**src/rtl/cnn_layer_sched_if.sv**
```systemverilog
// rtl/cnn_layer_sched_if.sv - handshake/config/memory-address bundle for cnn_layer_sched
interface cnn_layer_sched_if;
  logic        start;
  logic [13:0] cfg_w_base;
  logic [11:0] cfg_in_base;
  logic [11:0] cfg_out_base;
  logic [11:0] cfg_num_tiles;
  logic [13:0] cfg_num_kern;
  logic [13:0] addr_weight;
  logic [11:0] addr_src;
  logic [11:0] addr_dst;
  logic        we_dst;
  logic        bank_sel;
  logic        pe_start;
  logic        pe_done;
  logic        busy;
  logic        done;
  logic        err;

  // Environment side: issues layer requests and PE completions.
  modport master (
    output start, cfg_w_base, cfg_in_base, cfg_out_base, cfg_num_tiles, cfg_num_kern, pe_done,
    input  addr_weight, addr_src, addr_dst, we_dst, bank_sel, pe_start, busy, done, err
  );

  // Scheduler side.
  modport slave (
    input  start, cfg_w_base, cfg_in_base, cfg_out_base, cfg_num_tiles, cfg_num_kern, pe_done,
    output addr_weight, addr_src, addr_dst, we_dst, bank_sel, pe_start, busy, done, err
  );
endinterface

```
**src/rtl/cnn_layer_sched.sv**
```systemverilog
// rtl/cnn_layer_sched.sv - layer sequencer for the conv datapath (optional PE watchdog: PE_WDT_EN)
module cnn_layer_sched #(
  parameter int RD_LAT     = 2,
  parameter int WDT_CYCLES = 1024
) (
  input  logic             clk_i,
  input  logic             rst_ni,
  cnn_layer_sched_if.slave sched_if
);

  localparam logic [2:0] S_IDLE    = 3'd0;
  localparam logic [2:0] S_FETCH   = 3'd1;
  localparam logic [2:0] S_WAIT_RD = 3'd2;
  localparam logic [2:0] S_PE_RUN  = 3'd3;
  localparam logic [2:0] S_WRITE   = 3'd4;
  localparam logic [2:0] S_NEXT    = 3'd5;
  localparam logic [2:0] S_FIN     = 3'd6;

  localparam logic [2:0] LAT_LAST = 3'(RD_LAT - 1);

  logic [2:0]  state_q, state_d;
  logic [13:0] k_q, k_d;
  logic [11:0] t_q, t_d;
  logic [11:0] wcnt_q, wcnt_d;
  logic [2:0]  lat_q, lat_d;
  logic [13:0] w_base_q, w_base_d;
  logic [11:0] in_base_q, in_base_d;
  logic [11:0] out_base_q, out_base_d;
  logic [11:0] num_tiles_q, num_tiles_d;
  logic [13:0] num_kern_q, num_kern_d;
  logic        pe_start_q, pe_start_d;
  logic        we_dst_q, we_dst_d;
  logic [11:0] addr_dst_q, addr_dst_d;
  logic        done_q, done_d;
  logic        bank_sel_q, bank_sel_d;

`ifdef PE_WDT_EN
  localparam int WDT_W = $clog2(WDT_CYCLES + 1);
  localparam logic [WDT_W-1:0] WDT_LAST = WDT_W'(WDT_CYCLES - 1);

  logic [WDT_W-1:0] wdt_q, wdt_d;
  logic             err_q, err_d;
  logic             abort_q, abort_d;
`endif

  // Next-state and registered-output computation for the layer sequence.
  always_comb begin
    state_d     = state_q;
    k_d         = k_q;
    t_d         = t_q;
    wcnt_d      = wcnt_q;
    lat_d       = lat_q;
    w_base_d    = w_base_q;
    in_base_d   = in_base_q;
    out_base_d  = out_base_q;
    num_tiles_d = num_tiles_q;
    num_kern_d  = num_kern_q;
    addr_dst_d  = addr_dst_q;
    bank_sel_d  = bank_sel_q;
    pe_start_d  = 1'b0;
    we_dst_d    = 1'b0;
    done_d      = 1'b0;
`ifdef PE_WDT_EN
    wdt_d       = wdt_q;
    err_d       = err_q;
    abort_d     = abort_q;
`endif
    case (state_q)
      S_IDLE: begin
        if (sched_if.start) begin
          if ((sched_if.cfg_num_kern == 14'd0) || (sched_if.cfg_num_tiles == 12'd0)) begin
            state_d = S_FIN;
          end else begin
            w_base_d    = sched_if.cfg_w_base;
            in_base_d   = sched_if.cfg_in_base;
            out_base_d  = sched_if.cfg_out_base;
            num_tiles_d = sched_if.cfg_num_tiles;
            num_kern_d  = sched_if.cfg_num_kern;
            k_d         = 14'd0;
            t_d         = 12'd0;
            wcnt_d      = 12'd0;
            state_d     = S_FETCH;
          end
        end
      end
      S_FETCH: begin
        lat_d   = 3'd0;
        state_d = S_WAIT_RD;
      end
      S_WAIT_RD: begin
        if (lat_q == LAT_LAST) begin
          pe_start_d = 1'b1;
          state_d    = S_PE_RUN;
`ifdef PE_WDT_EN
          wdt_d      = '0;
`endif
        end else begin
          lat_d = lat_q + 3'd1;
        end
      end
      S_PE_RUN: begin
        if (sched_if.pe_done) begin
          state_d = S_WRITE;
        end
`ifdef PE_WDT_EN
        else if (wdt_q == WDT_LAST) begin
          err_d   = 1'b1;
          abort_d = 1'b1;
          state_d = S_FIN;
        end else begin
          wdt_d = wdt_q + 1'b1;
        end
`endif
      end
      S_WRITE: begin
        we_dst_d   = 1'b1;
        addr_dst_d = out_base_q + wcnt_q;
        wcnt_d     = wcnt_q + 12'd1;
        state_d    = S_NEXT;
      end
      S_NEXT: begin
        if (t_q != (num_tiles_q - 12'd1)) begin
          t_d     = t_q + 12'd1;
          state_d = S_FETCH;
        end else begin
          t_d = 12'd0;
          if (k_q != (num_kern_q - 14'd1)) begin
            k_d     = k_q + 14'd1;
            state_d = S_FETCH;
          end else begin
            state_d = S_FIN;
          end
        end
      end
      S_FIN: begin
        done_d  = 1'b1;
        state_d = S_IDLE;
`ifdef PE_WDT_EN
        // An aborted layer produced no valid output bank, so roles stay put.
        if (!abort_q) bank_sel_d = ~bank_sel_q;
        abort_d = 1'b0;
`else
        bank_sel_d = ~bank_sel_q;
`endif
      end
      default: state_d = S_IDLE;
    endcase
  end

  // State and counter registers; reset aborts any layer in flight.
  always_ff @(posedge clk_i or negedge rst_ni) begin
    if (!rst_ni) begin
      state_q     <= S_IDLE;
      k_q         <= '0;
      t_q         <= '0;
      wcnt_q      <= '0;
      lat_q       <= '0;
      w_base_q    <= '0;
      in_base_q   <= '0;
      out_base_q  <= '0;
      num_tiles_q <= '0;
      num_kern_q  <= '0;
      pe_start_q  <= 1'b0;
      we_dst_q    <= 1'b0;
      addr_dst_q  <= '0;
      done_q      <= 1'b0;
      bank_sel_q  <= 1'b0;
    end else begin
      state_q     <= state_d;
      k_q         <= k_d;
      t_q         <= t_d;
      wcnt_q      <= wcnt_d;
      lat_q       <= lat_d;
      w_base_q    <= w_base_d;
      in_base_q   <= in_base_d;
      out_base_q  <= out_base_d;
      num_tiles_q <= num_tiles_d;
      num_kern_q  <= num_kern_d;
      pe_start_q  <= pe_start_d;
      we_dst_q    <= we_dst_d;
      addr_dst_q  <= addr_dst_d;
      done_q      <= done_d;
      bank_sel_q  <= bank_sel_d;
    end
  end

`ifdef PE_WDT_EN
  // Watchdog counter, sticky error and abort marker.
  always_ff @(posedge clk_i or negedge rst_ni) begin
    if (!rst_ni) begin
      wdt_q   <= '0;
      err_q   <= 1'b0;
      abort_q <= 1'b0;
    end else begin
      wdt_q   <= wdt_d;
      err_q   <= err_d;
      abort_q <= abort_d;
    end
  end

  assign sched_if.err = err_q;
`else
  assign sched_if.err = 1'b0;
`endif

  // Read addresses follow the live k/t counters, which only move in NEXT,
  // so they hold steady from FETCH through the whole PE pass.
  assign sched_if.addr_weight = w_base_q + k_q;
  assign sched_if.addr_src    = in_base_q + t_q;
  assign sched_if.addr_dst    = addr_dst_q;
  assign sched_if.we_dst      = we_dst_q;
  assign sched_if.pe_start    = pe_start_q;
  assign sched_if.done        = done_q;
  assign sched_if.bank_sel    = bank_sel_q;
  assign sched_if.busy        = (state_q != S_IDLE);

endmodule

```
**src/flat_wrapper.sv**
```systemverilog
// flat-port wrapper written by rule: the top's interface ports become plain ports
module cnn_layer_sched_flat 
#(
  parameter int RD_LAT     = 2,
  parameter int WDT_CYCLES = 1024
)
  (clk_i, rst_ni, sched_if_start, sched_if_cfg_w_base, sched_if_cfg_in_base, sched_if_cfg_out_base, sched_if_cfg_num_tiles, sched_if_cfg_num_kern, sched_if_pe_done, sched_if_addr_weight, sched_if_addr_src, sched_if_addr_dst, sched_if_we_dst, sched_if_bank_sel, sched_if_pe_start, sched_if_busy, sched_if_done, sched_if_err);
  cnn_layer_sched_if sched_if_i ();
  input  logic clk_i;
  input  logic rst_ni;
  input wire logic [$bits(sched_if_i.start)-1:0] sched_if_start;
  input wire logic [$bits(sched_if_i.cfg_w_base)-1:0] sched_if_cfg_w_base;
  input wire logic [$bits(sched_if_i.cfg_in_base)-1:0] sched_if_cfg_in_base;
  input wire logic [$bits(sched_if_i.cfg_out_base)-1:0] sched_if_cfg_out_base;
  input wire logic [$bits(sched_if_i.cfg_num_tiles)-1:0] sched_if_cfg_num_tiles;
  input wire logic [$bits(sched_if_i.cfg_num_kern)-1:0] sched_if_cfg_num_kern;
  input wire logic [$bits(sched_if_i.pe_done)-1:0] sched_if_pe_done;
  output wire logic [$bits(sched_if_i.addr_weight)-1:0] sched_if_addr_weight;
  output wire logic [$bits(sched_if_i.addr_src)-1:0] sched_if_addr_src;
  output wire logic [$bits(sched_if_i.addr_dst)-1:0] sched_if_addr_dst;
  output wire logic [$bits(sched_if_i.we_dst)-1:0] sched_if_we_dst;
  output wire logic [$bits(sched_if_i.bank_sel)-1:0] sched_if_bank_sel;
  output wire logic [$bits(sched_if_i.pe_start)-1:0] sched_if_pe_start;
  output wire logic [$bits(sched_if_i.busy)-1:0] sched_if_busy;
  output wire logic [$bits(sched_if_i.done)-1:0] sched_if_done;
  output wire logic [$bits(sched_if_i.err)-1:0] sched_if_err;
  assign sched_if_i.start = sched_if_start;
  assign sched_if_i.cfg_w_base = sched_if_cfg_w_base;
  assign sched_if_i.cfg_in_base = sched_if_cfg_in_base;
  assign sched_if_i.cfg_out_base = sched_if_cfg_out_base;
  assign sched_if_i.cfg_num_tiles = sched_if_cfg_num_tiles;
  assign sched_if_i.cfg_num_kern = sched_if_cfg_num_kern;
  assign sched_if_i.pe_done = sched_if_pe_done;
  assign sched_if_addr_weight = sched_if_i.addr_weight;
  assign sched_if_addr_src = sched_if_i.addr_src;
  assign sched_if_addr_dst = sched_if_i.addr_dst;
  assign sched_if_we_dst = sched_if_i.we_dst;
  assign sched_if_bank_sel = sched_if_i.bank_sel;
  assign sched_if_pe_start = sched_if_i.pe_start;
  assign sched_if_busy = sched_if_i.busy;
  assign sched_if_done = sched_if_i.done;
  assign sched_if_err = sched_if_i.err;
  cnn_layer_sched #(.RD_LAT(RD_LAT), .WDT_CYCLES(WDT_CYCLES)) u_core (.clk_i(clk_i), .rst_ni(rst_ni), .sched_if(sched_if_i));
endmodule
```
**config.mk**
```make
export PLATFORM = sky130hd
export DESIGN_NAME = cnn_layer_sched_flat
export DESIGN_NICKNAME = d
export VERILOG_FILES = /design/src/rtl/cnn_layer_sched_if.sv /design/src/rtl/cnn_layer_sched.sv /design/src/flat_wrapper.sv
export SDC_FILE = /design/constraint.sdc
export NUM_CORES = 1
export LEC_CHECK = 0
export CAP_MARGIN = 0
export CORE_UTILIZATION = 30
export CTS_CLUSTER_SIZE = 24
export DETAILED_ROUTE_END_ITERATION = 8
export HOLD_SLACK_MARGIN = 0.1
export PLACE_DENSITY_LB_ADDON = 0.05
export REMOVE_ABC_BUFFERS = 1
export SYNTH_ARGS = -nofsm -noshare
export SYNTH_HDL_FRONTEND = slang
export SYNTH_SLANG_ARGS = --single-unit
```
**constraint.sdc**
```tcl
create_clock -name clk_i -period 2.6 [get_ports clk_i]
set_input_delay 0.26 -clock clk_i [delete_from_list [all_inputs] [get_ports clk_i]]
set_output_delay 0.26 -clock clk_i [all_outputs]
set_load 0.03 [all_outputs]
```
## Yosys cells after proc, flatten, opt, wreduce, memory -nomap -nowiden

Cells that the tools add are included.

- Flip-flop bits (word level): 124
- Bits in latches: 0
- Bits in writable memories: 0
- Memory bits (read-only): 0
- Bits of input ports: 68
- Logic and storage cells: 79
- Memories: 0

- Add/sub/neg operators: 9
- $mul: 0
- Div/mod/pow operators: 0
- Order comparisons: 0
- Equality and inequality tests: 16
- Shift-type cells: 0
- Muxes and demuxes: 23
- Bitwise gates (word level): 2
- Reductions and logical operators: 14

Operator list:

| kind | number |
|---|---|
| 2-to-1 mux 14 bit | 4 |
| one-hot mux 12 bit (2 select lines) | 2 |
| 2-to-1 mux 12 bit | 3 |
| one-hot mux 14 bit (2 select lines) | 1 |
| adder 12 x 1 -> 12 bit, second input constant | 2 |
| adder 12 bit | 2 |
| 2-to-1 mux 3 bit | 7 |
| one-hot mux 3 bit (6 select lines) | 1 |
| adder 14 x 1 -> 14 bit, second input constant | 1 |
| adder 14 bit | 1 |
| logical NOT 14 bit | 1 |
| inequality test 14 bit | 1 |
| subtractor 14 x 1 -> 14 bit, second input constant | 1 |
| logical NOT 12 bit | 1 |
| inequality test 12 bit | 1 |
| AND reduction 3 bit | 4 |
| subtractor 12 x 1 -> 12 bit, second input constant | 1 |
| inequality test 2 bit, second input constant | 5 |
| equality test 3 bit, second input constant | 3 |
| equality test 3 x 1 -> 1 bit, second input constant | 2 |
| equality test 3 x 2 -> 1 bit, second input constant | 2 |
| one-hot mux 3 bit (2 select lines) | 1 |
| nonzero test 2 bit | 3 |
| AND reduction 5 bit | 1 |
| other kinds (8) | 13 |

## Logic depth before layout (Yosys ltp)

- Depth in word-level cells: 5
- Mapped depth: 11
- Depth with buffers taken out: 11

## Worst setup path after synthesis

No wires, ideal clock.

- Path kind: register to output
- Start: reg u_core.k_q[1]
- End: out sched_if_addr_weight[13]
- Arrival time: 2.432 ns
- Required time: 2.340 ns
- Setup slack: -0.092 ns
- Stages on the path, launching flop included: 10
- Buffers on the path: 0
- Cells stage by stage: dfrtp_1 ha_1 a21o_1 a21oi_1 o21ai_0 a31o_2 o41ai_1 o21bai_1 a21oi_1 xnor2_1

- Longest elaborated chain between the ends: 1

Ends and longest elaborated chain:

| item | line | text |
|---|---|---|
| start, declared | cnn_layer_sched.sv:22 | `logic [13:0] k_q, k_d;` |
| start signal, assigned | cnn_layer_sched.sv:170 | `k_q <= k_d;` |
| adder 14 bit | cnn_layer_sched.sv:208 | `assign sched_if.addr_weight = w_base_q + k_q;` |
| end, declared | flat_wrapper.sv:18 | `output wire logic [$bits(sched_if_i.addr_weight)-1:0] sched_if_addr_weight;` |

No other way between the ends.

## Final worst setup path

- Start: reg u_core.w_base_q[1]
- End: out sched_if_addr_weight[13]

- Longest elaborated chain between the ends: 1

Ends and longest elaborated chain:

| item | line | text |
|---|---|---|
| start, declared | cnn_layer_sched.sv:26 | `logic [13:0] w_base_q, w_base_d;` |
| start signal, assigned | cnn_layer_sched.sv:174 | `w_base_q <= w_base_d;` |
| adder 14 bit | cnn_layer_sched.sv:208 |  |

No other way between the ends.

==> flow_summary_export.csv <==
group,metric,value,unit
status,outcome,"finished with violations",
status,violations,"negative setup slack",
setup_path,r2r-end,"u_core.k_q[5]",
final_layout,nFillCells,2584,
setup_path,worstPathArrival,2.63,ns
floorplanning,initial_utilization,30.5,%
placement,place.gp.congestion,0.833,
power,p_seq_share,26.7,%
detailed_routing,vias,6973,
detailed_routing,wl_met3,636,microns
synth,syn_area,0.00769,sq mm
final_layout,final_cell_mix,"nand2_1, dfrtp_1, buf_4",
timing,period_share,111,%
setup_path,crit_fanout,2,
grt,grt_overflow_total,0,
final_layout,antenna_cells_inserted,0,
clock_network,cts_made_buffers,17,
setup_path,reg2reg_slack,-0.15,ns
detailed_routing,drt-total-wl,21.2,mm
final_layout,fin_area,0.0111,sq mm
clock_network,clock_latency,0.42,ns
power,p_sw_share,41.0,%
synth,synthArstFlopShare,100,%
clock_network,cts_root_buf,"clkbuf_16",
synth,synth_top_area_share,40.3,%
synth,synthFlopType,"dfrtp_1",
detailed_routing,wl_met2,10.2,mm
power,total_power,11.7,mW
setup_path,r2r-start,"u_core.num_tiles_q[6]",
timing,fin_crit,2.89,ns
detailed_routing,drtPass1Iterations,4,
timing,rsz0062_at_grt,"true",
placement,pre_cts_ws,-0.132,ns
power,switching_power,4.79,mW
setup_path,worstPathRequired,2.34,ns
power,p_per_area,1050,mW/mm^2
worst_hold_path,hold_path_class,"in2async",
detailed_routing,wl_met1,10.2,mm
run,maxCapViolCount,0,
grt,antenna_found_initial,0,
timing,holdWs,0.311,ns
setup_path,cp-start-kind,"register",
timing,finalHoldViolCount,0,
synth,ys_seq_area_share,40.3,%
timing,setup_violations,17,
setup_path,cp-startpoint,"u_core.w_base_q[1]",
grt,grt_pass1_wl,35.1,mm
power,clock_power_share,21.1,%
clock_network,clockBufferDepth,2,
synth,ys_ff_latch,124,
grt,grt_pass1_vias,7033,
synth,yosys.area.top_type,"dfrtp_1",
floorplanning,io_pins,112,
synth,synth_edf_count,0,
final_layout,layout_commonest_cell,"nand2_1",
grt,grt_max_degree,65,
setup_path,crit_path_end_kind,"output port",
synth,synth_cell_type_count,69,
detailed_routing,wl_per_cell,14.4,microns
detailed_routing,vias_per_cell,4.73,
clock_network,clkSinkCount,124,
placement,portBuffers,110,
placement,placed_area,0.00981,sq mm
synth,syn-instance-count,906,
floorplanning,die_h,162,microns
final_layout,area_growth,44.6,%
power,comb_power_share,52.2,%
setup_path,crit_end,"sched_if_addr_weight[13]",
detailed_routing,drc_errors,0,
synth,yosys_warnings,0,
floorplanning,design.die.area,0.0263,sq mm
floorplanning,rows,58,
timing,fmax,0.345,GHz
final_layout,drive_above_1_share,22.7,%
synth,netlist_top_cells_area,"dfrtp_1, nand2_1, ha_1",
placement,dp.final_hpwl,15.6,mm
detailed_routing,antenna_left,0,
setup_path,critPathKind,"reg2out",
floorplanning,die_w,162,microns
detailed_routing,routed.top_layer,"met4",
power,cellInternalPower,6.90,mW
detailed_routing,initialDrtViolationCount,247,
clock_network,cts_tree,"built",
floorplanning,core,0.0252,sq mm
grt,grt_usage,16.9,%
synth,avgSynthCellArea,8.49,sq um
power,peakVddDrop,0.449,mV
clock_network,cts_max_level,4,
timing,setup_tns,-2.27,ns
timing,drv_slew,0,
power,leakage,5.16,nW
timing,fin_ws,-0.295,ns
setup_path,r2r_cells,10,
final_layout,final_nets,1243,
clock_network,clkTransAtPathRegs,0.06,ns
timing,skew,0.0105,ns
==> how the worst min path moves through the flow <==
stage,startpoint,cells after the start,end
2_1_floorplan,rst_ni,0,u_core.in_base_q[0]
3_3_place_gp,rst_ni,1,u_core.w_base_q[8]
3_5_place_dp,rst_ni,1,u_core.w_base_q[9]
4_1_cts,rst_ni,2,u_core.w_base_q[9]
5_1_grt,rst_ni,2,u_core.w_base_q[9]
6_report,rst_ni,2,u_core.w_base_q[9]
==> cells in the mapped netlist (6+ instances only) <==
library cell,count
nand2_1,228
dfrtp_1,124
nor2_1,56
xnor2_1,44
ha_1,42
o21ai_0,42
inv_1,41
a21oi_1,34
xor2_1,34
clkbuf_1,27
nor3_1,25
nand3_1,24
nand4_1,16
or3_1,16
nor2b_1,12
nor4_1,11
o31ai_1,8
a31oi_1,7
and3_1,7
o211ai_1,7
o21a_1,7
a21o_1,6
nand2b_1,6
==> through the flow <==
stage,instances,util (%)
after floorplan,877,-
after global placement,1413,39.0
after detailed placement,1413,39.0
after CTS,1466,42.8
after global routing,1473,44.2
final,1473,44.2
==> metal layers <==
metal,global-route usage [%],vias to the layer above
li1,-,3577
met1,22.3,3289
met2,28.4,92
met3,2.78,15
met4,4.63,0
met5,0,-
==> power by group through the flow <==
stage,logic [mW],registers (mW),clock network (mW)
3_3_place_gp,5.57,3.14,0
2_1_floorplan,3.11,3.32,0
5_1_grt,6.74,3.23,2.61
4_1_cts,5.89,3.13,2.54
3_5_place_dp,5.58,3.15,0
6_report,6.10,3.13,2.46
==> worst max-delay path, stage by stage, from the launching register on <==
cell and delay, ns:
dfrtp_1 0.38, ha_1 0.29, a21o_1 0.19, a21oi_2 0.16, o21ai_2 0.09, a31o_4 0.24
o41ai_4 0.19, buf_4 0.16, o21bai_1 0.05, a21oi_1 0.15, xnor2_1 0.13, buf_4 0.18
==> cell families after synthesis <==
| kind of cell | Yosys count | synth area share [%] |
|---|---|---|
| other | 1 | 0.0488 |
| multiplexers | 6 | 0.813 |
| XOR/XNOR | 78 | 8.88 |
| AND/OR/NAND/NOR | 433 | 26.3 |
| buffers and inverters | 72 | 3.56 |
| adder cells (fa/ha/maj) | 45 | 7.61 |
| flip-flops | 124 | 40.3 |
| AO/OA/AOI/OAI | 147 | 12.5 |
==> cell type report <==
type	count	area (sq um)	area share (%)
inverters	43	161	1.45
clock inverters	14	170	1.53
multi-input cells	710	4740	42.6
well taps	330	413	3.71
flip-flops and latches	124	3100	27.9
repair buffers	234	2090	18.8
clock buffers	18	439	3.95
==> flip-flops by register name, indices dropped and copies added, names as in the netlist, 3 cells and up <==
signal / count
u_core.in_base_q: 12
u_core.k_q: 14
u_core.lat_q: 3
u_core.num_kern_q: 14
u_core.num_tiles_q: 12
u_core.out_base_q: 12
u_core.sched_if.addr_dst: 12
u_core.state_q: 3
u_core.t_q: 12
u_core.w_base_q: 14
u_core.wcnt_q: 12
==> what timing repair did <==
item / 4_1_cts / 5_1_grt
pin swaps: 47 / 34
endpoints found under the hold margin: 24 / 0
cloned: 0 / 0
hold buffers: 1 / 0
endpoints found under the setup margin: 29 / 35
resized for setup: 57 / 59
setup buffers: 20 / 9
(Power assumes the default switching activity.)
